## config.mk

```make
export PLATFORM = sky130hd
export DESIGN_NAME = fp_d_issue_ctrl
export DESIGN_NICKNAME = d
export VERILOG_FILES = /design/src/rtl/fp_d_issue_ctrl_pkg.sv /design/src/rtl/fp_d_exec_timer.sv /design/src/rtl/fp_d_issue_ctrl.sv
export SDC_FILE = /design/constraint.sdc
export NUM_CORES = 1
export LEC_CHECK = 0
export CORE_ASPECT_RATIO = 0.6
export CORE_UTILIZATION = 45
export CTS_CLUSTER_SIZE = 40
export DETAILED_ROUTE_END_ITERATION = 10
export DONT_BUFFER_PORTS = 1
export SETUP_SLACK_MARGIN = 0.05
export SYNTH_ARGS = -nofsm -noshare
export SYNTH_HDL_FRONTEND = slang
export SYNTH_SLANG_ARGS = --single-unit
```

## constraint.sdc

```tcl
create_clock -name clk_i -period 5.8 [get_ports clk_i]
set_input_delay 1.16 -clock clk_i [delete_from_list [all_inputs] [get_ports clk_i]]
set_output_delay 1.16 -clock clk_i [all_outputs]
set_load 0.01 [all_outputs]
```

## src/rtl/fp_d_issue_ctrl_pkg.sv

```systemverilog
// Shared definitions for the double-precision FP issue controller: state encoding,
// opcodes and the request legality rule.
package fp_d_issue_ctrl_pkg;

    localparam int LAT_W = 3;

    localparam logic [1:0] OP_ADD_D = 2'b00;
    localparam logic [1:0] OP_SUB_D = 2'b01;

    typedef enum logic [3:0] {
        ST_IDLE,
        ST_RD_A_LO,
        ST_RD_A_HI,
        ST_RD_B_LO,
        ST_RD_B_HI,
        ST_RD_LO,
        ST_RD_HI,
        ST_EXEC,
        ST_WR_LO,
        ST_WR_HI
    } state_t;

    // Pair bases must be even so that base+1 never wraps.
    function automatic logic req_legal(input logic [1:0] op, input logic fs0,
                                       input logic ft0, input logic fd0);
        return ((op == OP_ADD_D) || (op == OP_SUB_D)) && !fs0 && !ft0 && !fd0;
    endfunction

endpackage

```

## src/rtl/fp_d_exec_timer.sv

```systemverilog
// ALU latency down-counter: loaded with LAT when EXEC is entered, expire is high
// on the last EXEC cycle.
module fp_d_exec_timer
    import fp_d_issue_ctrl_pkg::*;
#(
    parameter int unsigned LAT = 0
) (
    input  logic clk,
    input  logic rst_n,
    input  logic load,
    output logic expire
);

    logic [LAT_W-1:0] cnt;

    always_ff @(posedge clk or negedge rst_n) begin
        if (!rst_n) begin
            cnt <= '0;
        end else if (load) begin
            cnt <= LAT_W'(LAT);
        end else if (cnt != '0) begin
            cnt <= cnt - LAT_W'(1);
        end
    end

    assign expire = (cnt == '0);

endmodule

```

## src/rtl/fp_d_issue_ctrl.sv

```systemverilog
// Operand supplier / result writer for the double-precision FP ALU: reads fs/ft register
// pairs, holds 64-bit operands for ALU_LAT+1 cycles, writes the result back to the fd pair.
// Define FP_D_DUAL_READ_EN to use a second read port (two read states instead of four).
module fp_d_issue_ctrl
    import fp_d_issue_ctrl_pkg::*;
#(
    parameter int unsigned ALU_LAT = 0,
    parameter int unsigned WORD_W  = 32,
    parameter int unsigned RADDR_W = 5
) (
    input  logic                  clk_i,
    input  logic                  rst_n_i,
    input  logic                  req_valid_i,
    output logic                  req_ready_o,
    input  logic [1:0]            req_op_i,
    input  logic [RADDR_W-1:0]    req_fs_i,
    input  logic [RADDR_W-1:0]    req_ft_i,
    input  logic [RADDR_W-1:0]    req_fd_i,
    output logic [RADDR_W-1:0]    rf_raddr_o,
    input  logic [WORD_W-1:0]     rf_rdata_i,
`ifdef FP_D_DUAL_READ_EN
    output logic [RADDR_W-1:0]    rf_raddr2_o,
    input  logic [WORD_W-1:0]     rf_rdata2_i,
`endif
    output logic                  rf_we_o,
    output logic [RADDR_W-1:0]    rf_waddr_o,
    output logic [WORD_W-1:0]     rf_wdata_o,
    output logic [2*WORD_W-1:0]   alu_a_o,
    output logic [2*WORD_W-1:0]   alu_b_o,
    output logic [1:0]            alu_ctrl_o,
    input  logic [2*WORD_W-1:0]   alu_result_i,
    output logic                  busy_o,
    output logic                  done_o,
    output logic                  err_o
);

    state_t              state, state_nxt;
    logic                accept, legal, timer_load, timer_expire, err_q;
    logic [1:0]          op_q;
    logic [RADDR_W-1:0]  fs_q, ft_q, fd_q;
    logic [WORD_W-1:0]   a_lo, a_hi, b_lo, b_hi;
    logic [2*WORD_W-1:0] res_q;

    assign req_ready_o = (state == ST_IDLE);
    assign accept      = req_valid_i && req_ready_o;
    assign legal       = req_legal(req_op_i, req_fs_i[0], req_ft_i[0], req_fd_i[0]);

    fp_d_exec_timer #(.LAT(ALU_LAT)) u_timer (
        .clk    (clk_i),
        .rst_n  (rst_n_i),
        .load   (timer_load),
        .expire (timer_expire)
    );

    always_comb begin
        state_nxt  = state;
        rf_raddr_o = '0;
`ifdef FP_D_DUAL_READ_EN
        rf_raddr2_o = '0;
`endif
        rf_we_o    = 1'b0;
        rf_waddr_o = '0;
        rf_wdata_o = '0;
        timer_load = 1'b0;
        case (state)
            ST_IDLE: begin
                if (accept && legal) begin
`ifdef FP_D_DUAL_READ_EN
                    state_nxt = ST_RD_LO;
`else
                    state_nxt = ST_RD_A_LO;
`endif
                end
            end
`ifdef FP_D_DUAL_READ_EN
            ST_RD_LO: begin
                rf_raddr_o  = fs_q;
                rf_raddr2_o = ft_q;
                state_nxt   = ST_RD_HI;
            end
            ST_RD_HI: begin
                rf_raddr_o  = fs_q + RADDR_W'(1);
                rf_raddr2_o = ft_q + RADDR_W'(1);
                timer_load  = 1'b1;
                state_nxt   = ST_EXEC;
            end
`else
            ST_RD_A_LO: begin
                rf_raddr_o = fs_q;
                state_nxt  = ST_RD_A_HI;
            end
            ST_RD_A_HI: begin
                rf_raddr_o = fs_q + RADDR_W'(1);
                state_nxt  = ST_RD_B_LO;
            end
            ST_RD_B_LO: begin
                rf_raddr_o = ft_q;
                state_nxt  = ST_RD_B_HI;
            end
            ST_RD_B_HI: begin
                rf_raddr_o = ft_q + RADDR_W'(1);
                timer_load = 1'b1;
                state_nxt  = ST_EXEC;
            end
`endif
            ST_EXEC: begin
                if (timer_expire) state_nxt = ST_WR_LO;
            end
            ST_WR_LO: begin
                rf_we_o    = 1'b1;
                rf_waddr_o = fd_q;
                rf_wdata_o = res_q[WORD_W-1:0];
                state_nxt  = ST_WR_HI;
            end
            ST_WR_HI: begin
                rf_we_o    = 1'b1;
                rf_waddr_o = fd_q + RADDR_W'(1);
                rf_wdata_o = res_q[2*WORD_W-1:WORD_W];
                state_nxt  = ST_IDLE;
            end
            default: state_nxt = ST_IDLE;
        endcase
    end

    always_ff @(posedge clk_i or negedge rst_n_i) begin
        if (!rst_n_i) begin
            state <= ST_IDLE;
            err_q <= 1'b0;
            op_q  <= '0;
            fs_q  <= '0;
            ft_q  <= '0;
            fd_q  <= '0;
            a_lo  <= '0;
            a_hi  <= '0;
            b_lo  <= '0;
            b_hi  <= '0;
            res_q <= '0;
        end else begin
            state <= state_nxt;
            err_q <= accept && !legal;
            if (accept) begin
                op_q <= req_op_i;
                fs_q <= req_fs_i;
                ft_q <= req_ft_i;
                fd_q <= req_fd_i;
            end
            // Read data is combinational, so each read state samples at its own end.
            case (state)
`ifdef FP_D_DUAL_READ_EN
                ST_RD_LO: begin
                    a_lo <= rf_rdata_i;
                    b_lo <= rf_rdata2_i;
                end
                ST_RD_HI: begin
                    a_hi <= rf_rdata_i;
                    b_hi <= rf_rdata2_i;
                end
`else
                ST_RD_A_LO: a_lo <= rf_rdata_i;
                ST_RD_A_HI: a_hi <= rf_rdata_i;
                ST_RD_B_LO: b_lo <= rf_rdata_i;
                ST_RD_B_HI: b_hi <= rf_rdata_i;
`endif
                ST_EXEC: if (timer_expire) res_q <= alu_result_i;
                default: ;
            endcase
        end
    end

    assign alu_a_o    = {a_hi, a_lo};
    assign alu_b_o    = {b_hi, b_lo};
    assign alu_ctrl_o = op_q;
    assign busy_o     = (state != ST_IDLE);
    assign done_o     = (state == ST_WR_HI);
    assign err_o      = err_q;

endmodule

```

==> impl_metrics.csv, run 1 <==
group,metric,value,unit
outcome,status,"completed",
cts,clk_pin_slew_worst_paths,70,ps
synth,syn_area,8912,um2
floorplanning,die_h,111.0,um
route,ant_nets,0,
cts,post_cts_buffers,0,
sta,final-hold-violation-count,0,
layout,fill_cells,1608,
layout,seq_area,5430,um2
critical_path,cp_top_family,"simple AND/OR/NAND/NOR gates",
critical_path,cpMostUsedCell,"buf_4",
cts,root_buffer,"clkbuf_16",
cts,cts_buffer_depth,3,
placed_design,preCtsSetupSlack,1878,ps
critical_path,cp_slowest_cell,"nor4b_4",
layout,drive_gt1_share,44.80,%
synth,ys_seq_area_share,60.93,%
route,viasPerCell,5.632,
cts,hold_buffers,0,
placed_design,port_buffers,0,
synth,yosys_warnings,0,
route,route.vias.total,4855,
power,power_density,633.1,nW/um2
power,leakagePower,4.064,nW
sta,tightest_slew,1002,ps
global_routing,antenna_found_initial,1,
synth,ys.flop_type,"dfrtp_1",
layout,antenna_cells,0,
min_path,hp-class,"in2async",
critical_path,max_stage_delay,820,ps
critical_path,worstPathRequired,4640,ps
floorplanning,dieArea,20390,um2
global_routing,first_global_vias,5298,
critical_path,path_cells,"nor4b_4 -> buf_4 -> nor4_4 -> buf_4 -> a22oi_1 -> o21ai_0",
floorplanning,die_w,183.7,um
synth,synth_area_leaders,"dfrtp_1, mux2_2, a22o_1",
layout,final_util,51.22,%
floorplanning,start_util,46.36,%
sta,max_slew_margin,33.18,%
global_routing,grt_usage,20.04,%
placed_design,gp_congestion,0.8104,
layout,area_growth,10.49,%
floorplanning,fp-row-count,39,
synth,syn_avg_cell_area,15.23,um2
critical_path,start_kind,"register",
sta,rsz0062_at_grt,"false",
sta,period_minus_slack,4389,ps
cts,htreeDepth,1,
cts,cts_buffers,21,
sta,layout_worst_path_cycle_share,75.66,%
cts,insertion_delay,500,ps
placed_design,dp_hpwl,13.63,mm
synth,synth_top_area_share,60.93,%
job,drv_cap,0,
synth,syn-num-nets,705,
critical_path,setup.worst_path.end_class,"primary output",
route,avgRoutedWirePerCell,23.53,um
sta,setup_slack,1411,ps
global_routing,overflow,0,
synth,yosys.area.top_type,"dfrtp_1",
power,peakVddDrop,264.7,uV
sta,fin_tns_setup,0,ps
global_routing,grt_pass1_wl,31.60,mm
synth,ys_types,37,
sta,clock_skew,13.12,ps
route,drt_iter0_markers,209,
placed_design,place_area,9116,um2
synth,synthCells,585,
global_routing,grt_max_degree,218,
critical_path,crit_type,"reg2out",
floorplanning,ioPinCount,293,
layout,multi_input_area,3278,um2
synth,synth_edf_count,0,
critical_path,cp.arrival,3230,ps
layout,postLayoutCellArea,9847,um2
cts,cts_resized,0,
cts,cts_tree,"done",
sta,slew_violations,0,
layout,layout.nets,701,
cts,cts.sinks,217,
sta,fmaxAchievable,0.2279,GHz
power,power,6.234,mW
sta,setup_viol,0,
route,drc_errors,0,
route,firstDrtPassIters,4,
critical_path,cp.buffers_inverters,2,
synth,ys_ff_latch,217,
synth,synthArstFlopShare,100.0,%
route,wirelength,20.28,mm
floorplanning,core,19230,um2
critical_path,cp_max_fo,30,
-- stage by stage --
stage	hold slack, ps	std cells
after CTS	336.2	862
after global placement	489.5	824
after global routing	328.2	862
final	356.2	862
after floorplan	480.2	585
after detailed placement	496.2	824
-- registers in the layout, summed over array words and instances, names as in the netlist --
name / count
a_hi: 32
err_o: 1
state: 4
res_q: 64
u_timer.cnt: 3
fd_q: 5
b_hi: 32
alu_ctrl_o: 2
b_lo: 32
fs_q: 5
a_lo: 32
ft_q: 5
-- cells in the final DEF, fill, tap and decap left out, types with 2 or more instances in the layout --
cell	count
clkinv_2	2
xor2_1	5
bufinv_16	2
or2_2	2
nand4_1	2
nand2_1	5
a22oi_1	3
nand3_1	5
a21oi_1	5
mux2i_1	6
nor2_1	15
xnor2_1	6
ha_1	4
o21ai_0	4
a22o_1	33
clkbuf_8	7
mux2_2	212
inv_1	6
nor3_4	2
clkinvlp_4	3
buf_4	7
nand2b_1	3
clkbuf_16	21
clkbuf_1	2
dfrtp_1	217
-- final timing paths --
check / slack [ps] / depth (start not counted) / endpoint / from
setup / recovery: 1410 / 6 / rf_raddr_o[4] / state[0]$_DFFE_PN0P_
setup reg to reg: 3030 / 5 / a_hi[22]$_DFFE_PN0P_ / state[0]$_DFFE_PN0P_
hold reg to reg: 510 / 1 / res_q[17]$_DFFE_PN0P_ / res_q[17]$_DFFE_PN0P_
max in group asynchronous: 5060 / 0 / res_q[4]$_DFFE_PN0P_ / rst_n_i
min in group clk_i: 510 / 1 / res_q[17]$_DFFE_PN0P_ / res_q[17]$_DFFE_PN0P_
hold / removal: 360 / 0 / b_hi[13]$_DFFE_PN0P_ / rst_n_i
-- area by class of cell --
type | count | area share, %
Clock buffer | 30 | 6.391
Multi-Input combinational cell | 328 | 33.29
Sequential cell | 217 | 55.15
Tap cell | 266 | 3.380
Clock inverter | 8 | 1.029
Timing Repair Buffer | 7 | 0.5337
Inverter | 6 | 0.2287
-- worst register-to-register path, stage by stage (launching register included) --
cell,delay [ps]
dfrtp_1,650
nor4b_4,820
buf_4,510
nor4_4,90
buf_4,270
mux2_2,310
-- Yosys cell counts, drive strengths merged, types with 2 or more instances --
| cell | count |
|---|---|
| a22o | 33 |
| mux2i | 6 |
| nand4 | 2 |
| nand2b | 3 |
| o21ai | 4 |
| mux2 | 212 |
| a22oi | 3 |
| xor2 | 5 |
| nand3 | 5 |
| nor3 | 3 |
| or2 | 2 |
| ha | 4 |
| dfrtp | 217 |
| a21oi | 5 |
| nand2 | 6 |
| xnor2 | 6 |
| nor2 | 16 |
| nor4 | 2 |
| buf | 33 |
| inv | 6 |
-- cells by family (layout without fill, tap and decap cells) --
| group | Yosys count | in the layout | synth area share (%) |
|---|---|---|---|
| AO/OA/AOI/OAI | 48 | 48 | 4.254 |
| XOR/XNOR | 11 | 11 | 1.081 |
| adder cells (fa/ha/maj) | 4 | 4 | 0.5616 |
| buffers and inverters | 40 | 51 | 2.471 |
| flip-flops | 217 | 217 | 60.93 |
| multiplexers | 218 | 218 | 27.46 |
| AND/OR/NAND/NOR | 47 | 47 | 3.243 |
-- power breakdown --
group,leakage (nW),switching (mW),internal [mW]
Sequential,2.54,0.857,2.30
Combinational,1.17,0.668,0.995
Clock,0.353,0.570,0.847
-- metal layers --
metal / vias up / track usage, % / routed length, um
met2: 188 / 29.85 / 9141
li1: 2103 / - / -
met4: 2 / 3.778 / 290
met3: 28 / 7.589 / 1928
met5: - / 0 / 11
met1: 2534 / 28.01 / 8907
(Power assumes the default switching activity.)
==> run 2, diff against run 1 <==
clock period = 3.9 ns   (was 5.8 ns; I/O delays follow)
==> impl_metrics.csv, run 2 (synthesis results as in run 1) <==
group,metric,value,unit
floorplanning,fp-row-count,39,
critical_path,cp_top_family,"flip-flops",
sta,layout_worst_path_cycle_share,92.75,%
critical_path,critPathLaunch,"state[0]$_DFFE_PN0P_",
sta,tightest_slew,816.1,ps
route,drt_iter0_markers,251,
critical_path,setup.worst_path.end_class,"primary output",
layout,seq_area,5430,um2
layout,final_common_cell,"dfrtp_1",
critical_path,max_stage_delay,650,ps
floorplanning,ioPinCount,293,
route,firstDrtPassIters,4,
placed_design,place_inst,826,
placed_design,gp_congestion,0.8326,
sta,clock_skew,18.21,ps
critical_path,path_cells,"nor4b_4 -> mux2_2 -> ha_1 -> nand3_1 -> xnor2_1 -> a22oi_1 -> o21ai_0",
cts,cts_tree,"done",
route,wirelength,19.91,mm
critical_path,cp_slowest_cell,"dfrtp_1",
layout,layout.nets,703,
route,drc_errors,0,
floorplanning,die_h,111.0,um
critical_path,r2r_start,"u_timer.cnt[0]$_DFFE_PN0P_",
route,ant_nets,0,
sta,max_slew_margin,45.59,%
min_path,hp-class,"in2async",
sta,setup_viol,0,
job,drv_cap,0,
outcome,status,"finished, violations left",
sta,slew_violations,0,
critical_path,r2r_slack,1300,ps
global_routing,first_global_vias,5195,
cts,post_cts_buffers,0,
sta,period_minus_slack,3617,ps
cts,htreeDepth,1,
power,power_density,936.2,nW/um2
layout,drive_gt1_share,44.63,%
route,route.vias.total,4866,
layout,final_cells,862,
critical_path,cp_max_fo,20,
layout,fill_cells,1606,
critical_path,crit_type,"reg2out",
floorplanning,core,19230,um2
sta,fmaxAchievable,0.2764,GHz
layout,most-common-layout-cells,"dfrtp_1, mux2_2, a22o_1",
placed_design,preCtsSetupSlack,814.7,ps
global_routing,grt_max_degree,218,
cts,cts_resized,0,
critical_path,cp.arrival,2840,ps
global_routing,overflow,0,
cts,cts_buffer_depth,3,
placed_design,port_buffers,0,
layout,regMostFlops,"res_q",
cts,insertion_delay,500,ps
outcome,violations,"negative hold slack",
floorplanning,die_w,183.7,um
sta,final-hold-violation-count,30,
placed_design,dp_hpwl,13.51,mm
critical_path,cp.buffers_inverters,0,
layout,postLayoutCellArea,9811,um2
layout,antenna_cells,0,
cts,cts_buffers,21,
route,viasPerCell,5.645,
placed_design,place_area,9131,um2
global_routing,grt_pass1_wl,31.04,mm
cts,clk_pin_slew_worst_paths,70,ps
sta,fin_hold_ws,-30.23,ps
sta,fin_tns_setup,0,ps
layout,multi_input_area,3278,um2
critical_path,start_kind,"register",
power,leakagePower,4.059,nW
cts,cts.sinks,217,
route,avgRoutedWirePerCell,23.10,um
layout,area_growth,10.08,%
layout,largest_reg_flops,64,
sta,setup_slack,282.6,ps
floorplanning,dieArea,20390,um2
global_routing,grt_usage,19.73,%
cts,root_buffer,"clkbuf_16",
critical_path,worstPathRequired,3120,ps
sta,rsz0062_at_grt,"false",
power,peakVddDrop,476.4,uV
floorplanning,start_util,46.36,%
global_routing,antenna_found_initial,2,
layout,final_util,51.03,%
power,power,9.184,mW
[run 2: area by class of cell]
cell class / count / share of cell area [%]
multi-input combinational: 328 / 33.41
timing repair buffer: 9 / 0.6887
clock buffer: 27 / 5.892
sequential: 217 / 55.35
tap: 266 / 3.392
clock inverter: 9 / 1.033
inverter: 6 / 0.2296
[run 2: power breakdown]
group | switching [mW] | internal (mW)
sequential | 1.26 | 3.42
combinational | 0.998 | 1.49
clock | 0.845 | 1.18
total | 3.10 | 6.08
[run 2: worst paths after layout]
path,end,cells after the start
hold / removal,a_lo[12]$_DFFE_PN0N_,0
max in group asynchronous,b_lo[27]$_DFFE_PN0N_,0
setup / recovery,rf_raddr_o[4],7
setup reg to reg,res_q[0]$_DFFE_PN0P_,7
min in group clk_i,res_q[61]$_DFFE_PN0P_,1
hold reg to reg,res_q[13]$_DFFE_PN0P_,1
[run 2: worst reg2reg max path, delay by kind of cell (launching register included)]
kind / cells / cell delay [ps]
fa+ha+maj: 1 / 190
simple gates: 3 / 730
flops: 1 / 360
buf+inv: 2 / 740
mux: 1 / 460
[run 2: metal layers]
layer | global-route usage, % | wire length, um
met1 | 26.31 | 8532
met2 | 30.25 | 9057
met3 | 8.246 | 2039
met4 | 3.778 | 266
met5 | 0 | 13
==> run 3, diff against run 2 <==
CELL_PAD_IN_SITES_DETAIL_PLACEMENT = 1   (was unset)
CELL_PAD_IN_SITES_GLOBAL_PLACEMENT = 1   (was unset)
GPL_ROUTABILITY_DRIVEN = 0   (was unset)
PLACE_DENSITY_LB_ADDON = 0.1   (was unset)
clock period = 3.3 ns   (was 3.9 ns; I/O delays follow)
==> impl_metrics.csv, run 3 (synthesis results as in run 1) <==
group,metric,value,unit
floorplanning,core,19230,um2
layout,area_growth,12.44,%
layout,regMostFlops,"res_q",
sta,fmaxAchievable,0.3272,GHz
power,swShare,33.41,%
layout,drive_gt1_share,46.00,%
sta,fin_tns_setup,0,ps
critical_path,cp_max_fo,3,
power,leakagePower,4.170,nW
layout,final_util,52.12,%
min_path,hp-class,"in2async",
route,ant_nets,0,
critical_path,critPathLaunch,"state[1]$_DFFE_PN0P_",
floorplanning,ioPinCount,293,
sta,layout_worst_path_cycle_share,92.61,%
sta,clock_skew,15.46,ps
global_routing,grt_max_degree,218,
critical_path,r2r_start,"u_timer.cnt[0]$_DFFE_PN0P_",
floorplanning,fp-row-count,39,
outcome,status,"finished, violations left",
power,p_int,7.495,mW
global_routing,antenna_found_initial,2,
route,route.vias.total,4998,
layout,largest_reg_flops,64,
floorplanning,start_util,46.36,%
sta,max_slew_margin,51.84,%
cts,clk_pin_slew_worst_paths,60,ps
floorplanning,dieArea,20390,um2
critical_path,crit_type,"reg2out",
critical_path,cp.arrival,2400,ps
route,wirelength,21.41,mm
power,power,11.26,mW
sta,setup_viol,0,
power,peakVddDrop,517.7,uV
power,p_clk_share,23.3,%
outcome,violations,"negative hold slack",
sta,fin_hold_ws,-135.4,ps
layout,layout.nets,717,
layout,antenna_cells,0,
cts,cts_tree,"done",
floorplanning,die_h,111.0,um
route,viasPerCell,5.686,
cts,cts.sinks,217,
global_routing,grt_usage,21.23,%
global_routing,overflow,0,
critical_path,setup.worst_path.end_class,"primary output",
layout,most-common-layout-cells,"dfrtp_1, mux2_2, a22o_1",
critical_path,worstPathRequired,2640,ps
power,p_switching,3.761,mW
critical_path,start_kind,"register",
cts,cts_buffers,22,
sta,tightest_slew,722.3,ps
job,drv_cap,0,
sta,rsz0062_at_grt,"false",
placed_design,port_buffers,0,
route,firstDrtPassIters,4,
layout,fill_cells,1859,
sta,final-hold-violation-count,143,
layout,final_common_cell,"dfrtp_1",
power,power_density,1123,nW/um2
placed_design,dp_hpwl,14.61,mm
cts,htreeDepth,1,
cts,insertion_delay,500,ps
global_routing,first_global_vias,5508,
route,drc_errors,0,
power,p_seq_share,48.7,%
global_routing,grt_pass1_wl,33.28,mm
sta,slew_violations,0,
route,avgRoutedWirePerCell,24.36,um
route,drt_iter0_markers,187,
cts,root_buffer,"clkbuf_16",
power,combPwrFrac,28.0,%
sta,period_minus_slack,3056,ps
cts,cts_buffer_depth,3,
floorplanning,die_w,183.7,um
run 3: cell types whose count changed in the layout (fill, tap and decap cells not counted), moves of 2 or more:
cell       previous run  this run
buf_4                 9        20
clkinv_2              5         2
clkbuf_1              3         5
clkbuf_16            21        23
run 3: path summary, 6_finish.rpt:
kind / cells past startpoint / slack, ps / to
max: 7 / 240 / rf_raddr_o[4]
max in group asynchronous: 0 / 2770 / state[3]$_DFFE_PN0P_
min: 0 / -140 / res_q[20]$_DFFE_PN0P_
min in group clk_i: 1 / 310 / res_q[28]$_DFFE_PN0P_
max reg2reg: 7 / 730 / res_q[63]$_DFFE_PN0P_
min reg2reg: 1 / 510 / res_q[20]$_DFFE_PN0P_
run 3: critical path: stages, from the launching register on:
cell     delay, ps
dfrtp_1        410
nor4b_4        360
mux2_2         380
ha_1           240
nand3_1        100
xnor2_1         70
a22oi_1        190
o21ai_1        160
run 3: stage by stage:
stage	instance area [um2]	worst slack, ps	instances
floorplan	8912	442.3	585
global placement	9174	567.9	830
detailed placement	9174	470.1	830
CTS	9957	54.36	871
global route	10020	69.30	879
finish	10020	244.0	879
run 3: power by group through the flow:
stage	Combinational, mW	Clock, mW	Sequential (mW)
finish	3.15	2.63	5.48
global route	3.45	2.80	5.67
CTS	3.12	2.71	5.52
detailed placement	3.11	0	5.53
global placement	2.94	0	5.49
floorplan	2.61	0	5.09
run 3: layout make-up:
cell class	count	area, um2	area share, %
Multi-Input combinational cell	328	3278	32.71
Timing Repair Buffer	22	181.4	1.810
Tap cell	266	332.8	3.321
Sequential cell	217	5431	54.20
Clock inverter	8	125.1	1.249
Inverter	6	22.52	0.2247
Clock buffer	32	649.4	6.480
run 3: repair_timing:
item | CTS | global route
pin swaps | 1 | 2
cloned | 0 | 0
endpoints found under the hold margin | 217 | 217
setup buffers | 1 | 8
resized for setup | 2 | 1
setup endpoints to repair | 4 | 4
run 3: routing by layer:
metal  wire length [um]  share of wire (%)  global-route usage, %
met1               9235                 43                  29.02
met3               2036                9.5                  8.574
met4                306                1.4                  4.222
met2               9812                 46                  31.89
met5                 22               0.10                      0
